===== src/rtl/i2c_if_if.sv =====
// ---------------------------------------------------------------------------
// i2c_if_if : bundle of the Wishbone register port and the I2C pad signals
//             used by the i2c_if slave.
//
//   Wishbone : cyc_i, stb_i, we_i, adr_i[1:0], dat_i[7:0]  (host -> slave)
//              dat_o[7:0], ack_o                          (slave -> host)
//   I2C pads : scl_i, sda_i  wired-AND bus levels         (bus -> slave)
//              scl_o, sda_o  open-drain enables, 1=release (slave -> bus)
//
//   modport master : the Wishbone host plus bus side (drives the _i signals)
//   modport slave  : the i2c_if block (drives the _o signals)
// ---------------------------------------------------------------------------
interface i2c_if_if #(
  parameter int DATA_WIDTH = 8
);
  logic                  cyc_i;
  logic                  stb_i;
  logic                  we_i;
  logic [1:0]            adr_i;
  logic [DATA_WIDTH-1:0] dat_i;
  logic [DATA_WIDTH-1:0] dat_o;
  logic                  ack_o;
  logic                  scl_i;
  logic                  sda_i;
  logic                  scl_o;
  logic                  sda_o;

  modport master (
    output cyc_i, stb_i, we_i, adr_i, dat_i, scl_i, sda_i,
    input  dat_o, ack_o, scl_o, sda_o
  );

  modport slave (
    input  cyc_i, stb_i, we_i, adr_i, dat_i, scl_i, sda_i,
    output dat_o, ack_o, scl_o, sda_o
  );
endinterface


===== src/rtl/i2c_if.sv =====
// ---------------------------------------------------------------------------
// i2c_if : 7-bit-address I2C slave with a four-register Wishbone port.
//
//   clk_i : system clock, all logic on the rising edge
//   rst_i : asynchronous active-high reset
//   bus   : i2c_if_if.slave
//           Wishbone  cyc_i/stb_i/we_i/adr_i/dat_i in, dat_o/ack_o out
//           I2C       scl_i/sda_i in, scl_o (always released), sda_o
//
//   Registers (adr_i):
//     0 CFG  rw  [6:0] slave address, [7] enable          reset 0x80
//     1 TXD  rw  byte returned on the next I2C read       reset 0x00
//     2 RXD  ro  last byte written by the I2C master      reset 0x00
//     3 STAT ro  [0] RXV [1] TXD consumed [2] BUSY [3] OP (1 = read)
//   Reading STAT clears RXV and the TXD flag unless a set lands the same cycle.
// ---------------------------------------------------------------------------
module i2c_if #(
  parameter int ADDR_WIDTH = 7,
  parameter int DATA_WIDTH = 8
) (
  input  logic     clk_i,
  input  logic     rst_i,
  i2c_if_if.slave  bus
);

  typedef enum logic [2:0] {
    S_IDLE      = 3'd0,
    S_ADDR      = 3'd1,
    S_ADDR_ACK  = 3'd2,
    S_WR_DATA   = 3'd3,
    S_WR_ACK    = 3'd4,
    S_RD_DATA   = 3'd5,
    S_RD_ACK    = 3'd6,
    S_WAIT_STOP = 3'd7
  } state_t;

  localparam logic [1:0] REG_CFG  = 2'd0;
  localparam logic [1:0] REG_TXD  = 2'd1;
  localparam logic [1:0] REG_RXD  = 2'd2;
  localparam logic [1:0] REG_STAT = 2'd3;

  // Synchronizer chains: meta -> sync, plus a one-cycle-delayed copy for edges
  logic scl_meta_q, scl_sync_q, scl_prev_q;
  logic sda_meta_q, sda_sync_q, sda_prev_q;

  state_t                state_q, state_d;
  logic [3:0]            cnt_q, cnt_d;
  logic [DATA_WIDTH-1:0] sh_q, sh_d;
  logic                  sda_q, sda_d;
  logic                  op_q, op_d;
  logic                  busy_q, busy_d;
  logic [DATA_WIDTH-1:0] rxd_q, rxd_d;
  logic                  rxv_q, rxv_d;
  logic                  txf_q, txf_d;
  logic [DATA_WIDTH-1:0] cfg_q, cfg_d;
  logic [DATA_WIDTH-1:0] txd_q, txd_d;
  logic                  ack_q, ack_d;
  logic [DATA_WIDTH-1:0] dat_q, dat_d;

  logic                  scl_rise_s, scl_fall_s, start_s, stop_s;
  logic                  rxv_set_s, txf_set_s, wb_req_s, addr_hit_s;
  logic [DATA_WIDTH-1:0] shift_in_s, stat_s;

  assign scl_rise_s = scl_sync_q & ~scl_prev_q;
  assign scl_fall_s = ~scl_sync_q & scl_prev_q;
  // START/STOP need scl high on both samples so an scl edge is never mistaken
  assign start_s    = scl_sync_q & scl_prev_q & ~sda_sync_q & sda_prev_q;
  assign stop_s     = scl_sync_q & scl_prev_q & sda_sync_q & ~sda_prev_q;

  assign shift_in_s = {sh_q[DATA_WIDTH-2:0], sda_sync_q};
  assign addr_hit_s = cfg_q[DATA_WIDTH-1] &&
                      (shift_in_s[DATA_WIDTH-1:1] == cfg_q[ADDR_WIDTH-1:0]);
  assign stat_s     = {4'b0000, op_q, busy_q, txf_q, rxv_q};
  assign wb_req_s   = bus.cyc_i & bus.stb_i & ~ack_q;

  assign bus.scl_o  = 1'b1;
  assign bus.sda_o  = sda_q;
  assign bus.ack_o  = ack_q;
  assign bus.dat_o  = dat_q;

  // Two-flop synchronizers for the I2C pads plus the delayed edge-detect copy
  always_ff @(posedge clk_i or posedge rst_i) begin
    if (rst_i) begin
      scl_meta_q <= 1'b1;
      scl_sync_q <= 1'b1;
      scl_prev_q <= 1'b1;
      sda_meta_q <= 1'b1;
      sda_sync_q <= 1'b1;
      sda_prev_q <= 1'b1;
    end else begin
      scl_meta_q <= bus.scl_i;
      scl_sync_q <= scl_meta_q;
      scl_prev_q <= scl_sync_q;
      sda_meta_q <= bus.sda_i;
      sda_sync_q <= sda_meta_q;
      sda_prev_q <= sda_sync_q;
    end
  end

  // I2C protocol FSM: next state, shift register, bit counter and sda drive
  always_comb begin
    state_d   = state_q;
    cnt_d     = cnt_q;
    sh_d      = sh_q;
    sda_d     = sda_q;
    op_d      = op_q;
    busy_d    = busy_q;
    rxd_d     = rxd_q;
    rxv_set_s = 1'b0;
    txf_set_s = 1'b0;
    if (start_s) begin
      state_d = S_ADDR;
      cnt_d   = 4'd0;
      busy_d  = 1'b1;
      sda_d   = 1'b1;
    end else if (stop_s) begin
      state_d = S_IDLE;
      cnt_d   = 4'd0;
      busy_d  = 1'b0;
      sda_d   = 1'b1;
    end else begin
      case (state_q)
        S_IDLE: begin
          sda_d = 1'b1;
        end
        S_ADDR: begin
          if (scl_rise_s) begin
            sh_d  = shift_in_s;
            cnt_d = cnt_q + 4'd1;
            if (cnt_q == 4'd7) begin
              if (addr_hit_s) begin
                op_d    = sda_sync_q;
                state_d = S_ADDR_ACK;
              end else begin
                state_d = S_WAIT_STOP;
              end
            end else begin
              state_d = S_ADDR;
            end
          end else begin
            state_d = S_ADDR;
          end
        end
        // sda_q is still released on entry, so it marks which ACK fall this is
        S_ADDR_ACK: begin
          if (scl_fall_s) begin
            if (sda_q) begin
              sda_d = 1'b0;
            end else if (op_q) begin
              // Release the ACK and present the MSB of TXD on the same fall
              state_d = S_RD_DATA;
              sda_d   = txd_q[DATA_WIDTH-1];
              sh_d    = {txd_q[DATA_WIDTH-2:0], 1'b0};
              cnt_d   = 4'd1;
            end else begin
              state_d = S_WR_DATA;
              sda_d   = 1'b1;
              cnt_d   = 4'd0;
            end
          end else begin
            state_d = S_ADDR_ACK;
          end
        end
        S_WR_DATA: begin
          if (scl_rise_s) begin
            sh_d  = shift_in_s;
            cnt_d = cnt_q + 4'd1;
            if (cnt_q == 4'd7) begin
              rxd_d     = shift_in_s;
              rxv_set_s = 1'b1;
              state_d   = S_WR_ACK;
            end else begin
              state_d = S_WR_DATA;
            end
          end else begin
            state_d = S_WR_DATA;
          end
        end
        S_WR_ACK: begin
          if (scl_fall_s) begin
            if (sda_q) begin
              sda_d = 1'b0;
            end else begin
              sda_d   = 1'b1;
              state_d = S_WR_DATA;
              cnt_d   = 4'd0;
            end
          end else begin
            state_d = S_WR_ACK;
          end
        end
        // cnt_q counts bits already driven; the fall after the 8th releases sda
        S_RD_DATA: begin
          if (scl_fall_s) begin
            if (cnt_q == 4'd8) begin
              sda_d     = 1'b1;
              txf_set_s = 1'b1;
              state_d   = S_RD_ACK;
            end else begin
              sda_d = sh_q[DATA_WIDTH-1];
              sh_d  = {sh_q[DATA_WIDTH-2:0], 1'b0};
              cnt_d = cnt_q + 4'd1;
            end
          end else begin
            state_d = S_RD_DATA;
          end
        end
        // On ACK the next byte's MSB waits for the coming fall, keeping sda stable
        S_RD_ACK: begin
          if (scl_rise_s) begin
            if (!sda_sync_q) begin
              state_d = S_RD_DATA;
              sh_d    = txd_q;
              cnt_d   = 4'd0;
            end else begin
              state_d = S_WAIT_STOP;
            end
          end else begin
            state_d = S_RD_ACK;
          end
        end
        S_WAIT_STOP: begin
          sda_d = 1'b1;
        end
        default: begin
          state_d = S_IDLE;
          sda_d   = 1'b1;
        end
      endcase
    end
  end

  // FSM and I2C-side register state
  always_ff @(posedge clk_i or posedge rst_i) begin
    if (rst_i) begin
      state_q <= S_IDLE;
      cnt_q   <= 4'd0;
      sh_q    <= 8'h00;
      sda_q   <= 1'b1;
      op_q    <= 1'b0;
      busy_q  <= 1'b0;
      rxd_q   <= 8'h00;
    end else begin
      state_q <= state_d;
      cnt_q   <= cnt_d;
      sh_q    <= sh_d;
      sda_q   <= sda_d;
      op_q    <= op_d;
      busy_q  <= busy_d;
      rxd_q   <= rxd_d;
    end
  end

  // Wishbone slave: single-cycle ack, register writes, read mux, flag clear/set
  always_comb begin
    ack_d = wb_req_s;
    dat_d = dat_q;
    cfg_d = cfg_q;
    txd_d = txd_q;
    rxv_d = rxv_q;
    txf_d = txf_q;
    if (wb_req_s) begin
      case (bus.adr_i)
        REG_CFG:  dat_d = cfg_q;
        REG_TXD:  dat_d = txd_q;
        REG_RXD:  dat_d = rxd_q;
        REG_STAT: dat_d = stat_s;
        default:  dat_d = 8'h00;
      endcase
      if (bus.we_i) begin
        case (bus.adr_i)
          REG_CFG: cfg_d = bus.dat_i;
          REG_TXD: txd_d = bus.dat_i;
          default: cfg_d = cfg_q;
        endcase
      end else if (bus.adr_i == REG_STAT) begin
        rxv_d = 1'b0;
        txf_d = 1'b0;
      end else begin
        rxv_d = rxv_q;
      end
    end else begin
      dat_d = dat_q;
    end
    // A set event in the same cycle as a STAT read wins over the clear
    if (rxv_set_s) begin
      rxv_d = 1'b1;
    end else begin
      rxv_d = rxv_d;
    end
    if (txf_set_s) begin
      txf_d = 1'b1;
    end else begin
      txf_d = txf_d;
    end
  end

  // Wishbone-side registers and registered outputs
  always_ff @(posedge clk_i or posedge rst_i) begin
    if (rst_i) begin
      ack_q <= 1'b0;
      dat_q <= 8'h00;
      cfg_q <= 8'h80;
      txd_q <= 8'h00;
      rxv_q <= 1'b0;
      txf_q <= 1'b0;
    end else begin
      ack_q <= ack_d;
      dat_q <= dat_d;
      cfg_q <= cfg_d;
      txd_q <= txd_d;
      rxv_q <= rxv_d;
      txf_q <= txf_d;
    end
  end

endmodule


===== src/flat_wrapper.sv =====
// flat-port wrapper written by rule: the top's interface ports become plain ports
module i2c_if_flat 
#(
  parameter int ADDR_WIDTH = 7,
  parameter int DATA_WIDTH = 8
)
  (clk_i, rst_i, bus_cyc_i, bus_stb_i, bus_we_i, bus_adr_i, bus_dat_i, bus_scl_i, bus_sda_i, bus_dat_o, bus_ack_o, bus_scl_o, bus_sda_o);
  i2c_if_if #(.DATA_WIDTH(DATA_WIDTH)) bus_i ();
  input  logic clk_i;
  input  logic rst_i;
  input wire logic [$bits(bus_i.cyc_i)-1:0] bus_cyc_i;
  input wire logic [$bits(bus_i.stb_i)-1:0] bus_stb_i;
  input wire logic [$bits(bus_i.we_i)-1:0] bus_we_i;
  input wire logic [$bits(bus_i.adr_i)-1:0] bus_adr_i;
  input wire logic [$bits(bus_i.dat_i)-1:0] bus_dat_i;
  input wire logic [$bits(bus_i.scl_i)-1:0] bus_scl_i;
  input wire logic [$bits(bus_i.sda_i)-1:0] bus_sda_i;
  output wire logic [$bits(bus_i.dat_o)-1:0] bus_dat_o;
  output wire logic [$bits(bus_i.ack_o)-1:0] bus_ack_o;
  output wire logic [$bits(bus_i.scl_o)-1:0] bus_scl_o;
  output wire logic [$bits(bus_i.sda_o)-1:0] bus_sda_o;
  assign bus_i.cyc_i = bus_cyc_i;
  assign bus_i.stb_i = bus_stb_i;
  assign bus_i.we_i = bus_we_i;
  assign bus_i.adr_i = bus_adr_i;
  assign bus_i.dat_i = bus_dat_i;
  assign bus_i.scl_i = bus_scl_i;
  assign bus_i.sda_i = bus_sda_i;
  assign bus_dat_o = bus_i.dat_o;
  assign bus_ack_o = bus_i.ack_o;
  assign bus_scl_o = bus_i.scl_o;
  assign bus_sda_o = bus_i.sda_o;
  i2c_if #(.ADDR_WIDTH(ADDR_WIDTH), .DATA_WIDTH(DATA_WIDTH)) u_core (.clk_i(clk_i), .rst_i(rst_i), .bus(bus_i));
endmodule

===== config.mk =====
export PLATFORM = sky130hd
export DESIGN_NAME = i2c_if_flat
export DESIGN_NICKNAME = d
export VERILOG_FILES = /design/src/rtl/i2c_if_if.sv /design/src/rtl/i2c_if.sv /design/src/flat_wrapper.sv
export SDC_FILE = /design/constraint.sdc
export NUM_CORES = 1
export LEC_CHECK = 0
export CAP_MARGIN = 10
export CORE_MARGIN = 3
export CORE_UTILIZATION = 44
export CTS_CLUSTER_DIAMETER = 100
export DETAILED_ROUTE_END_ITERATION = 12
export MAX_ROUTING_LAYER = met4
export PLACE_DENSITY_LB_ADDON = 0.25
export SYNTH_ARGS = -nofsm -noshare
export SYNTH_HDL_FRONTEND = slang
export SYNTH_SLANG_ARGS = --single-unit

===== constraint.sdc =====
create_clock -name clk_i -period 2.2 [get_ports clk_i]
set_input_delay 0.55 -clock clk_i [delete_from_list [all_inputs] [get_ports clk_i]]
set_output_delay 0.55 -clock clk_i [all_outputs]
set_load 0.01 [all_outputs]

==> summary.md <==
| Metric | Value |
|---|---|
| Status | `finished, final reports clean` |
| Detailed-route vias per instance | `5.64` |
| Pre-CTS WS | `2.84 ps` |
| Worst Slack Setup Final | `116 ps` |
| Critical Path Max Stage Delay | `620 ps` |
| CP Depth | `1` |
| Worst path required time | `1650 ps` |
| Most used DFF post-synth | `dfrtp_1` |
| Largest net degree at the start of global routing | `60` |
| Number of remaining DRC errors | `0` |
| Setup TNS | `0 ps` |
| Worst VDD drop | `504 uV` |
| Cell Chain, Critical Path | `clkdlybuf4s50_1` |
| Buffers added on ports | `26` |
| Hold-fix buffers at CTS | `0` |
| TritonCTS clock tree | `yes` |
| Ys async rst share | `100%` |
| Slew @ Worst Pin | `500 ps` |
| Met1 usage | `27.8%` |
| Vias in the first global route | `2599` |
| Clk root buf | `clkbuf_8` |
| Crit path DAT | `1530 ps` |
| Seq/Total Area, Yosys | `45.1%` |
| WL final | `7800 um` |
| Syn Nets | `340` |
| Synth Register Bits | `59` |
| GR Util All Layers | `19.8%` |
| Syn Inst Count | `321` |
| Max stage delay cell, worst path | `dfstp_2` |
| Period utilisation layout | `94.7%` |
| Count of different cell masters after synthesis | `62` |
| Avg Cell Area, Syn | `10.3 um2` |
| Starting Density | `47.0%` |
| Hold Violations, Final | `0` |
| Area grow syn2layout | `25.2%` |
| R2R cell count | `5` |
| I/O pin count | `28` |
| Worst path bufs/invs | `1` |
| Clk buf depth | `2` |
| Unrepaired setup endpoints after global routing | `false` |
| Initial antenna violation count | `0` |
| Global routing usage on met3 | `3.74%` |
| M2 GR Usage | `28.8%` |
| Post-DRT Antenna Nets | `0` |
| Num rows | `30` |
| Die width | `92.6 um` |
| Total Die Area | `8570 um2` |
| Clock buffers created by TritonCTS | `9` |
| Pwr/cell area | `1110 nW/um2` |
| Cell family with most CP delay | `flip-flops` |
| Clock insertion delay at the later pin of the skew report | `350 ps` |
| Fmax | `480 MHz` |
| Top Usage Layer GRT | `met2` |
| Worst hold path type | `reg2reg` |
| Grt ovf | `0` |
| Worst setup EP type | `output pin` |
| Max_cap viols | `0` |
| First-pass GRT wire length | `13000 um` |
| GP Congestion | `0.906` |
| Routed via count | `2664` |
| Clock-pin transition on the worst setup and hold timing paths | `70 ps` |
| DR WL/cell | `16.5 um` |
| Static Leak | `1.80 nW` |
| Die height | `92.6 um` |
| Slew Viols, Final | `0` |
| 1st-iter DRT viols | `196` |
| Min Clock Period, post-route | `2080 ps` |
| Finish-stage setup viols | `0` |
| Worst Setup Start Kind | `register` |
| Post-DP HPWL | `5550 um` |
| Share of layout cells above drive strength 1 | `27.1%` |
| Total number of yosys warnings | `0` |
| Post-Syn Area | `3300 um2` |
| Clock sink count | `59` |
| Clock H-tree levels | `3` |
| Hold Path Depth | `0` |
| Slew HR | `66.6%` |
| Max Clock Skew | `10.9 ps` |
| Final net count | `390` |
| Critical Setup Path Class | `reg2out` |
| Inserted Diodes | `0` |
| Pre-Repair DR Iteration Count | `4` |
| Post-synth EDFFs | `0` |
| Core ar. | `7020 um2` |
| CP max FO | `9` |
[state kept, by name, indices dropped and copies added (netlist names), 3 cells and up]
| register | cells |
|---|---|
| u_core.cfg_q | 8 |
| u_core.sh_q | 8 |
| u_core.bus.dat_o | 8 |
| u_core.state_q | 3 |
| u_core.cnt_q | 4 |
| u_core.rxd_q | 8 |
| u_core.txd_q | 8 |
[placed cells by master, fill, tap and decap left out, types with 3 or more instances in the layout]
master            n
dfstp_2           8
nor3_1            4
a21o_1            3
xor2_1            7
buf_4            30
o221ai_1          3
o211ai_1          7
nor2b_1           8
mux2i_1           4
nor2_1           12
a21oi_1          10
inv_1             6
mux4_2            4
nand2b_1         12
o21ai_0          29
nand3_1           8
clkdlybuf4s50_1  26
a31oi_1           4
nand2_1          33
dfrtp_1          51
bufinv_16         3
xnor2_1           3
clkbuf_8         10
mux2_2           32
nor4_1            3
[path summary, 6_finish.rpt]
path / from / to / slack (ps)
min in group asynchronous: rst_i / u_core.sh_q[6]$_DFFE_PP0P_ / 580
hold reg to reg: u_core.sda_meta_q$_DFF_PP1_ / u_core.sda_sync_q$_DFF_PP1_ / 360
setup reg to reg: u_core.scl_sync_q$_DFF_PP1_ / u_core.cnt_q[0]$_DFFE_PP0P_ / 150
max in group asynchronous: rst_i / u_core.bus.sda_o$_DFFE_PP1P_ / 1290
setup / recovery: u_core.bus.sda_o$_DFFE_PP1P_ / bus_sda_o / 120
hold / removal: u_core.sda_meta_q$_DFF_PP1_ / u_core.sda_sync_q$_DFF_PP1_ / 360
[cells in the mapped netlist, types with 2 or more instances]
cell      count  area, um2
buf_1         2       7.51
a221o_1       2       20.0
o21ai_0      29        145
a21oi_1      10       50.1
a31oi_1       4       25.0
inv_1         7       26.3
nor2_1       12       45.0
a32oi_1       3       26.3
clkbuf_1      9       33.8
o21ai_1       2       10.0
mux2i_1       4       40.0
nand4b_1      2       17.5
mux4_2        4       90.1
nor2b_1       8       50.1
buf_2         7       35.0
nor4_1        3       18.8
a211oi_1      2       15.0
or3_1         2       12.5
xnor2_1       3       26.3
nor3_1        4       20.0
or2_2         2       12.5
nand3_1       8       40.0
mux2_2       32        360
a21o_1        3       22.5
nand2_1      33        124
o211ai_1      7       52.6
dfrtp_1      51       1280
xor2_1        7       61.3
dfstp_2       8        210
a22oi_1       2       15.0
and3_1        2       12.5
ha_1          2       25.0
nand2b_1     12       75.1
o21a_1        2       15.0
o221ai_2      2       30.0
o221ai_1      3       26.3
[final cells by class]
class                           instances  area (um2)
Multi-Input combinational cell        235        1720
Sequential cell                        59        1490
Inverter                                8        30.0
Tap cell                               96         120
Clock inverter                          6         113
Fill cell                             628        2890
Clock buffer                           10         138
Timing Repair Buffer                   58         526
[metrics by stage]
step	instances	power, W	util [%]	hold WS, ps	area (um2)
after global routing	472	0.00489	58.8	359	4130
final	472	0.00460	58.8	357	4130
after CTS	472	0.00458	58.5	359	4110
after floorplan	321	0.00277	-	345	3300
after detailed placement	456	0.00332	55.0	348	3860
after global placement	456	0.00328	55.0	346	3860
[metal layers]
layer | share of wire [%] | wire [um]
met1 | 48 | 3730
met2 | 47 | 3650
met3 | 4.6 | 358
met4 | 0.77 | 60
met5 | 0 | 0
[what timing repair did]
action / CTS / global route
buffers inserted: 0 / 0
gates resized for setup: 0 / 2
endpoints found under the setup margin: 0 / 9
[logic make-up after synthesis]
family	Yosys count	share of synthesized area (%)
AND/OR/NAND/NOR	95	14.9
XOR/XNOR	10	2.66
flip-flops	59	45.1
multiplexers	40	14.9
other	1	0.114
buffers and inverters	27	3.45
AO/OA/AOI/OAI	86	17.8
adder cells (fa/ha/maj)	3	1.06
[power breakdown]
part | switching, W | internal [W] | total (W) | leakage (nW)
Clock | 0.000453 | 0.000785 | 0.00124 | 0.126
Combinational | 0.000842 | 0.000862 | 0.00170 | 0.935
Sequential | 0.000308 | 0.00135 | 0.00166 | 0.741
Power figures use the tool's default switching activity.
